$ cat src/rtl/clk_div_gen.sv
// -----------------------------------------------------------------------------
// clk_div_gen : multi-channel programmable clock-enable / square-wave generator
//
// Every channel divides clkin1 by a programmable period (div) and produces a
// registered square wave that is high for 'high' cycles of every period, plus
// a one-cycle clk_en pulse at the start of each period. All logic runs in the
// clkin1 domain; nothing here creates a new clock.
//
// Parameters
//   NUM_CH  : number of independent channels (1..8)
//   CNT_W   : counter / configuration width
//   DEF_DIV : period loaded at reset (high time = DEF_DIV/2)
//
// Ports
//   clkin1     in   clock
//   pll_rst    in   asynchronous active-low reset
//   pll_lock   in   global run enable; all counters held at start while low
//   ch_en      in   per-channel run enable
//   cfg_valid  in   configuration write request
//   cfg_ready  out  write to cfg_ch can be accepted this cycle
//   cfg_ch     in   target channel of the write
//   cfg_div    in   new period in clkin1 cycles (clamped to >= 2)
//   cfg_high   in   new high time (clamped to 1..div-1)
//   cfg_phase  in   start offset, clamped to div-1 (CLK_DIV_PHASE_EN only)
//   clk_out    out  registered divided square waves
//   clk_en     out  one-cycle pulse in the cycle clk_out rises
//
// Optional feature: define CLK_DIV_PHASE_EN to add cfg_phase. Each channel then
// starts counting from its phase instead of 0 whenever it (re)starts.
//
// Config handshake: a write transfers on a rising clkin1 edge where
// cfg_valid && cfg_ready. cfg_ready is a combinational function of cfg_ch and
// the target's pending flag only (never of cfg_valid), is low for an
// out-of-range cfg_ch, and a requester holds cfg_valid and its payload stable
// until the transfer happens.
// -----------------------------------------------------------------------------
module clk_div_gen #(
  parameter int NUM_CH  = 4,
  parameter int CNT_W   = 16,
  parameter int DEF_DIV = 2500
) (
  input  logic              clkin1,
  input  logic              pll_rst,
  input  logic              pll_lock,
  input  logic [NUM_CH-1:0] ch_en,
  input  logic              cfg_valid,
  output logic              cfg_ready,
  input  logic [2:0]        cfg_ch,
  input  logic [CNT_W-1:0]  cfg_div,
  input  logic [CNT_W-1:0]  cfg_high,
`ifdef CLK_DIV_PHASE_EN
  input  logic [CNT_W-1:0]  cfg_phase,
`endif
  output logic [NUM_CH-1:0] clk_out,
  output logic [NUM_CH-1:0] clk_en
);

  localparam logic [CNT_W-1:0] ONE      = CNT_W'(1);
  localparam logic [CNT_W-1:0] TWO      = CNT_W'(2);
  localparam logic [CNT_W-1:0] RST_DIV  = CNT_W'(DEF_DIV);
  localparam logic [CNT_W-1:0] RST_HIGH = CNT_W'(DEF_DIV / 2);

  // ---------------------------------------------------------------------------
  // Write payload legalisation, shared by all channels. high is clamped
  // against the already-clamped div so the pair is always consistent.
  // ---------------------------------------------------------------------------
  logic [CNT_W-1:0] div_c;
  logic [CNT_W-1:0] high_c;
`ifdef CLK_DIV_PHASE_EN
  logic [CNT_W-1:0] phase_c;
`endif

  always_comb begin
    div_c  = (cfg_div < TWO) ? TWO : cfg_div;
    high_c = (cfg_high == '0) ? ONE : cfg_high;
    if (high_c >= div_c) high_c = div_c - ONE;
`ifdef CLK_DIV_PHASE_EN
    phase_c = (cfg_phase >= div_c) ? (div_c - ONE) : cfg_phase;
`endif
  end

  // ---------------------------------------------------------------------------
  // Handshake: ready reflects the addressed channel's pending flag. The loop
  // naturally leaves ready low for indices beyond NUM_CH-1.
  // ---------------------------------------------------------------------------
  logic [NUM_CH-1:0] pend_vec;
  logic              wr_acc;

  always_comb begin
    cfg_ready = 1'b0;
    for (int i = 0; i < NUM_CH; i++) begin
      if (cfg_ch == 3'(i)) cfg_ready = ~pend_vec[i];
    end
  end

  assign wr_acc = cfg_valid && cfg_ready;

  // ---------------------------------------------------------------------------
  // Per-channel divider
  // ---------------------------------------------------------------------------
  for (genvar g = 0; g < NUM_CH; g++) begin : g_ch
    logic [CNT_W-1:0] cnt_q,   cnt_d;
    logic [CNT_W-1:0] div_q,   div_d;
    logic [CNT_W-1:0] high_q,  high_d;
    logic [CNT_W-1:0] sdiv_q,  sdiv_d;
    logic [CNT_W-1:0] shigh_q, shigh_d;
    logic             pend_q,  pend_d;
    logic             out_q,   out_d;
    logic             en_q,    en_d;
    logic [CNT_W-1:0] start_cnt;
    logic             run;
    logic             last;
    logic             apply;
    logic             wr_sel;
`ifdef CLK_DIV_PHASE_EN
    logic [CNT_W-1:0] phase_q,  phase_d;
    logic [CNT_W-1:0] sphase_q, sphase_d;
`endif

    assign run    = pll_lock && ch_en[g];
    assign last   = (cnt_q == div_q - ONE);
    // A running channel swaps config only on its wrap so every emitted
    // period is whole; a stopped channel has no period to protect.
    assign apply  = pend_q && (run ? last : 1'b1);
    // wr_acc implies pend_q==0 for this channel, so apply and wr_sel are
    // never both true for the same channel.
    assign wr_sel = wr_acc && (cfg_ch == 3'(g));

`ifdef CLK_DIV_PHASE_EN
    // Restart offset follows whatever config becomes active on this edge.
    assign start_cnt = apply ? sphase_q : phase_q;
`else
    assign start_cnt = '0;
`endif

    always_comb begin
      cnt_d   = cnt_q;
      div_d   = div_q;
      high_d  = high_q;
      sdiv_d  = sdiv_q;
      shigh_d = shigh_q;
      pend_d  = pend_q;
      out_d   = 1'b0;
      en_d    = 1'b0;
`ifdef CLK_DIV_PHASE_EN
      phase_d  = phase_q;
      sphase_d = sphase_q;
`endif

      if (apply) begin
        div_d   = sdiv_q;
        high_d  = shigh_q;
        pend_d  = 1'b0;
`ifdef CLK_DIV_PHASE_EN
        phase_d = sphase_q;
`endif
      end

      if (wr_sel) begin
        sdiv_d   = div_c;
        shigh_d  = high_c;
        pend_d   = 1'b1;
`ifdef CLK_DIV_PHASE_EN
        sphase_d = phase_c;
`endif
      end

      if (run) begin
        cnt_d = last ? '0 : (cnt_q + ONE);
        // Outputs are decoded from the current count, so they lag it by one.
        out_d = (cnt_q < high_q);
        en_d  = (cnt_q == '0);
      end else begin
        cnt_d = start_cnt;
      end
    end

    always_ff @(posedge clkin1 or negedge pll_rst) begin
      if (!pll_rst) begin
        cnt_q    <= '0;
        div_q    <= RST_DIV;
        high_q   <= RST_HIGH;
        sdiv_q   <= RST_DIV;
        shigh_q  <= RST_HIGH;
        pend_q   <= 1'b0;
        out_q    <= 1'b0;
        en_q     <= 1'b0;
`ifdef CLK_DIV_PHASE_EN
        phase_q  <= '0;
        sphase_q <= '0;
`endif
      end else begin
        cnt_q    <= cnt_d;
        div_q    <= div_d;
        high_q   <= high_d;
        sdiv_q   <= sdiv_d;
        shigh_q  <= shigh_d;
        pend_q   <= pend_d;
        out_q    <= out_d;
        en_q     <= en_d;
`ifdef CLK_DIV_PHASE_EN
        phase_q  <= phase_d;
        sphase_q <= sphase_d;
`endif
      end
    end

    assign pend_vec[g] = pend_q;
    assign clk_out[g]  = out_q;
    assign clk_en[g]   = en_q;
  end

endmodule
$ cat config.mk
export PLATFORM = sky130hd
export DESIGN_NAME = clk_div_gen
export DESIGN_NICKNAME = d
export VERILOG_FILES = /design/src/rtl/clk_div_gen.sv
export SDC_FILE = /design/constraint.sdc
export NUM_CORES = 1
export LEC_CHECK = 0
export ABC_AREA = 1
export ABC_CLOCK_PERIOD_IN_PS = 6000
export BUFFER_PORTS_ARGS = -buffer_cell sky130_fd_sc_hd__clkbuf_2
export CAP_MARGIN = 5
export CORE_MARGIN = 5
export CORE_UTILIZATION = 45
export CTS_BUF_LIST = sky130_fd_sc_hd__clkbuf_4
export CTS_CLUSTER_DIAMETER = 60
export DETAILED_ROUTE_END_ITERATION = 8
export GPL_TIMING_DRIVEN = 0
export PLACE_DENSITY_LB_ADDON = 0.2
export SETUP_SLACK_MARGIN = 0.5
export SLEW_MARGIN = 15
export SYNTH_ARGS = -nofsm -noshare
export SYNTH_HDL_FRONTEND = slang
export SYNTH_SLANG_ARGS = --single-unit
$ cat constraint.sdc
create_clock -name clkin1 -period 6 [get_ports clkin1]
set_input_delay 1.2 -clock clkin1 [delete_from_list [all_inputs] [get_ports clkin1]]
set_output_delay 1.2 -clock clkin1 [all_outputs]
set_load 0.005 [all_outputs]
Word-level counts from Yosys, hierarchy flattened

Index checks and enable logic that the tools add are counted.

Register bits: 332
Latch bits: 0
Bits in writable memories: 0
ROM bits: 0
Input port bits: 43
Output and inout bits: 9
Logic and storage cells: 116
Memories kept: 0

Add/subtract/negate cells: 9
Multiply operators: 0
Divide/modulo/power cells: 0
Order comparisons: 6
Eq/ne operators: 7
Shift operators: 0
Multiplexer cells: 35
Bitwise gates (word level): 4
Reduce and logical (&&, ||, !) cells: 23

Operators with widths:

| cell                    | count |
|---|---|
| $mux W16                | 11 |
| $logic_not A16 Y1       | 5 |
| $sub A16 B1 Y16 const B | 5 |
| $add A16 B1 Y16 const B | 4 |
| $eq A16 B16 Y1          | 4 |
| $lt A16 B16 Y1          | 4 |
| $mux W1                 | 24 |
| $ge A16 B16 Y1          | 1 |
| $lt A16 B2 Y1 const B   | 1 |
| $logic_and A1 B1 Y1     | 13 |
| $reduce_bool A2 Y1      | 4 |
| $eq A3 B2 Y1 const B    | 2 |
| $not A1 Y1              | 4 |
| $eq A3 B1 Y1 const B    | 1 |
| $logic_not A3 Y1        | 1 |

Longest topological paths before layout

Depth after elaboration: 8
Mapped depth: 19
Depth with buffers taken out: 18

Worst setup path after synthesis

No wires, ideal clock.

Kind: in2reg
From: input cfg_div[8]
To: register g_ch[3].shigh_q[14]
Library setup time: 0.117 ns
Data arrival time: 3.111 ns
Data required time: 5.883 ns
Setup slack: 2.772 ns
Cell stages on the path: 15
Path buffers: 0
Cell sequence: nor2_1 > nand2_1 > nor2_1 > nand2_1 > nand2_1 > ha_1 > nand2_1 > nor3_1 > nand3_1 > or2_2 > xor2_1 > nand2_1 > o21ai_0 > nand2_1 > nand2_1

Cells in the longest elaborated chain, start to end: 4
Elaborated cells between the ends (all ways): 5

RTL lines:

| item                                              | RTL line | source |
|---|---|---|
| start, declared                                   | 49       | `input logic [CNT_W-1:0] cfg_div,` |
| $lt A16 B2 Y1                                     | 74       | `div_c = (cfg_div < TWO) ? TWO : cfg_div;` |
| $mux W16 *                                        | 74       |  |
| $sub A16 B1 Y16 or $ge A16 B16 Y1 (tied branches) | 76       | `if (high_c >= div_c) high_c = div_c - ONE;` |
| $mux W16 *                                        | 76       |  |
| end signal, assigned                              | 197      | `shigh_q <= shigh_d;` |
| end, declared                                     | 106      | `logic [CNT_W-1:0] shigh_q, shigh_d;` |

Every way passes the cells marked *; elsewhere a longest branch is shown, timed or not.
A chain may end at the register's enable or synchronous reset.

Worst setup path in the final report

From: input cfg_div[14]
To: register g_ch[2].shigh_q[10]

Cells in the longest elaborated chain, start to end: 4
Elaborated cells between the ends (all ways): 5

RTL lines:

| item                                              | RTL line |
|---|---|
| $lt A16 B2 Y1                                     | 74 |
| $mux W16 *                                        | 74 |
| $sub A16 B1 Y16 or $ge A16 B16 Y1 (tied branches) | 76 |
| $mux W16 *                                        | 76 |
| end signal, assigned                              | 197 |
| end, declared                                     | 106 |

Marked as above.

==> flow_summary.toml <==
[global_routing]
antenna_found_initial = 5
grt_max_degree = 96
grt_overflow = 0
grt_pass1_wl_um = 84000
gr-usage-all-layers = 0.2310
grt_pass1_vias = 16340

[setup_path]
slowest_delay_ps = 1000
cp.required_ps = 6760
critPathLaunchType = "primary input"
reg2reg_to = "g_ch[3].high_q[9]$_DFFE_PN0P_"
crit_top_cell = "nand2_1"
cp-endpoint = "g_ch[2].shigh_q[10]$_DFFE_PN1P_"
timing.rr.start = "g_ch[3].div_q[0]$_DFFE_PN0P_"
worstSetupEndpointType = "flop"
path_class = "primary input to flop"
reg2regPathDepth = 16
crit_path_start = "cfg_div[14]"
crit_chain = "clkbuf_2 > clkinv_1 > nand3_1 > nor2_1 > nand2_1 > nand2_1 > inv_1 > ha_1 > a21oi_1 > o21ai_0 > nand2_1 > o211ai_1 > nand2_1 > nand3_1 > clkbuf_1 > o21ai_0 > nand2_1 > nand2_1"
crit_fanout = 10
cpMaxStageDelayCell = "o21ai_0"
worstPathArrival_ps = 4770
reg2reg_slack_ps = 3440

[logic_synthesis]
ys_warn_count = 0
syn_inst = 2453
synth_nets = 2585
ys_seq_area_frac = 0.4495
ys_ff_latch = 332
syn_area_um2 = 18710
ys_types = 39
avgSynthCellArea_um2 = 7.626

[detailed_routing]
first_pass_iters = 6
dr.first_iter.drc_count = 1521
vias_per_cell = 5.131
drc = 0
ant_nets = 0
wirelength_um = 51580
wl_per_cell_um = 16.06
via_count = 16480

[final_layout]
seqCellArea_um2 = 8408
fin_nets = 2731
mostFrequentLayoutCells = "nand2_1 (835), nand3_1 (261), dfrtp_1 (252), inv_1 (240), nor2_1 (209)"
fill_cells = 4098
drive_gt1_frac = 0.1447
multi_input_area_um2 = 8805
area_growth_pct = 12.33
final_common_cell = "nand2_1"

[clock_tree]
path_clk_slew_ps = 70
cts_setup_buffers = 0
cts_root_buf = "clkbuf_4"
cts_hold_buf = 0
htree_levels = 3
clkLatencyLatePin_ps = 820
cts_tree = "yes"
clock-sinks = 332
ctsResizeCount = 0
clockBufferDepth = 3
cts_buffers = 90

[run]
cap_violations = 0

[sta]
drv_slew = 0
hold_viol = 0
setup_viol = 0
tns_ps = 0
slew_headroom = 0.1614
worst_pin_slew_ps = 1245
fin_skew_ps = 50.60
period_share = 0.6675
rsz0062_at_grt = "false"
whs_ps = 363.1
period_minus_slack_ps = 4005
fmax_ghz = 0.2497
timing.final.ws_setup_ps = 1995

[power]
p_per_area_nw_per_um2 = 354.3
power.internal_mw = 4.814
total_power_mw = 7.446
p_leak_nw = 10.94
switching_share = 0.3535
clock_power_share = 0.300
seqPwrFrac = 0.424
combPwrFrac = 0.275
power.switching_mw = 2.632
peakVddDrop_uv = 144.1

[placed_design]
dp_slack_ps = 1339
place_hpwl_um = 37990
port_buffers = 51
place.gp.congestion = 0.9492

[hold_path]
hold_path_class = "primary input to async pin"

[die]
die_h_um = 213.9
die_area_um2 = 45750
coreArea_um2 = 41020
die_w_um = 213.9
io_pins = 52
core.rowCount = 74
initial_core_util = 0.4561

[status]
status = "completed"
==> cells in the mapped netlist <==
cell type	count	area [um2]
or3_1	2	12.51
nor3_1	28	140.1
inv_1	240	900.9
and2_1	3	18.77
buf_2	36	180.2
nand3b_1	21	157.7
buf_4	12	90.09
nor4_1	8	50.05
o21ai_0	99	495.5
nand2_1	835	3134
o211ai_1	2	15.01
nor2_1	209	784.5
a41oi_1	1	8.760
nand3_1	261	1306
nand4_2	1	12.51
dfrtp_1	252	6306
a21oi_1	50	250.2
inv_2	3	11.26
ha_1	89	1114
or2_1	1	6.260
nand2_2	11	68.82
dfstp_2	80	2102
clkbuf_1	39	146.4
xnor2_1	38	332.8
clkinv_1	1	3.750
nor3_4	2	32.53
nor2_4	6	67.56
xor2_1	48	420.4
or2_0	1	6.260
o21ai_1	7	35.03
nand4_1	33	206.5
o31ai_1	1	7.510
a21o_1	5	37.54
nor3b_1	1	7.510
buf_1	1	3.750
or2_2	4	25.02
buf_6	14	157.7
o21bai_1	1	7.510
nor2_2	7	43.79
==> registers in the layout, summed over array words and instances, names as in the netlist <==
name,count
g_ch.pend_q,4
g_ch.shigh_q,64
g_ch.out_q,4
g_ch.cnt_q,64
g_ch.high_q,64
g_ch.en_q,4
g_ch.div_q,64
g_ch.sdiv_q,64
==> power groups by stage <==
| stage | clock network (mW) | logic [mW] | registers (mW) |
|---|---|---|---|
| detailed placement | 0 | 2.05 | 3.18 |
| finish | 2.24 | 2.05 | 3.16 |
| CTS | 2.31 | 2.06 | 3.15 |
| global route | 2.43 | 2.40 | 3.22 |
| floorplan | 0 | 1.61 | 3.06 |
| global placement | 0 | 1.97 | 3.18 |
==> per-layer routing <==
metal / track usage / wire length [um] / vias up
li1: - / - / 8130
met4: 0.09561 / 1784 / 2
met3: 0.05033 / 3346 / 136
met2: 0.3618 / 22870 / 472
met1: 0.3127 / 23560 / 7735
met5: 0 / 13 / -
==> cell families after synthesis <==
| group | after synthesis | share of synthesized area |
|---|---|---|
| AO/OA/AOI/OAI | 166 | 0.04582 |
| flip-flops | 332 | 0.4495 |
| adder cells (fa/ha/maj) | 89 | 0.05953 |
| XOR/XNOR | 86 | 0.04026 |
| buffers and inverters | 346 | 0.07986 |
| AND/OR/NAND/NOR | 1434 | 0.3251 |
==> critical path, delay by kind of cell <==
family,cells,cell delay [ps]
buffers and inverters,4,930
AND/OR/NAND/NOR,9,980
AO/OA/AOI/OAI,4,1340
adder cells (fa/ha/maj),1,320
==> worst min-delay path by stage <==
stage	from	to	slack, ps	cells past startpoint
global route	pll_rst	g_ch[0].cnt_q[14]$_DFF_PN0_	320	1
CTS	pll_rst	g_ch[0].cnt_q[14]$_DFF_PN0_	300	1
global placement	g_ch[3].high_q[1]$_DFFE_PN1P_	g_ch[3].high_q[1]$_DFFE_PN1P_	450	2
floorplan	g_ch[0].high_q[11]$_DFFE_PN0P_	g_ch[0].high_q[11]$_DFFE_PN0P_	440	2
detailed placement	g_ch[0].high_q[10]$_DFFE_PN1P_	g_ch[0].high_q[10]$_DFFE_PN1P_	460	2
finish	pll_rst	g_ch[0].cnt_q[14]$_DFF_PN0_	360	1
==> metrics by stage <==
step | cells | cell area [um2] | utilization
final | 3211 | 21010 | 0.5123
after global routing | 3210 | 21010 | 0.5123
after CTS | 3207 | 21000 | 0.5121
after detailed placement | 3039 | 19720 | 0.4808
after global placement | 3036 | 19630 | 0.4785
after floorplan | 2453 | 18710 | -
==> final cells by class <==
class                           instances  area share
Clock inverter                         21    0.008634
Tap cell                              532     0.03168
Antenna cell                            4   0.0004763
Inverter                              244     0.04358
Buffer                                102     0.02751
Multi-Input combinational cell       1775      0.4190
Timing Repair Buffer                   54     0.01649
Clock buffer                          147     0.05252
Sequential cell                       332      0.4001
Note: power is estimated with default switching activity, not from simulation.
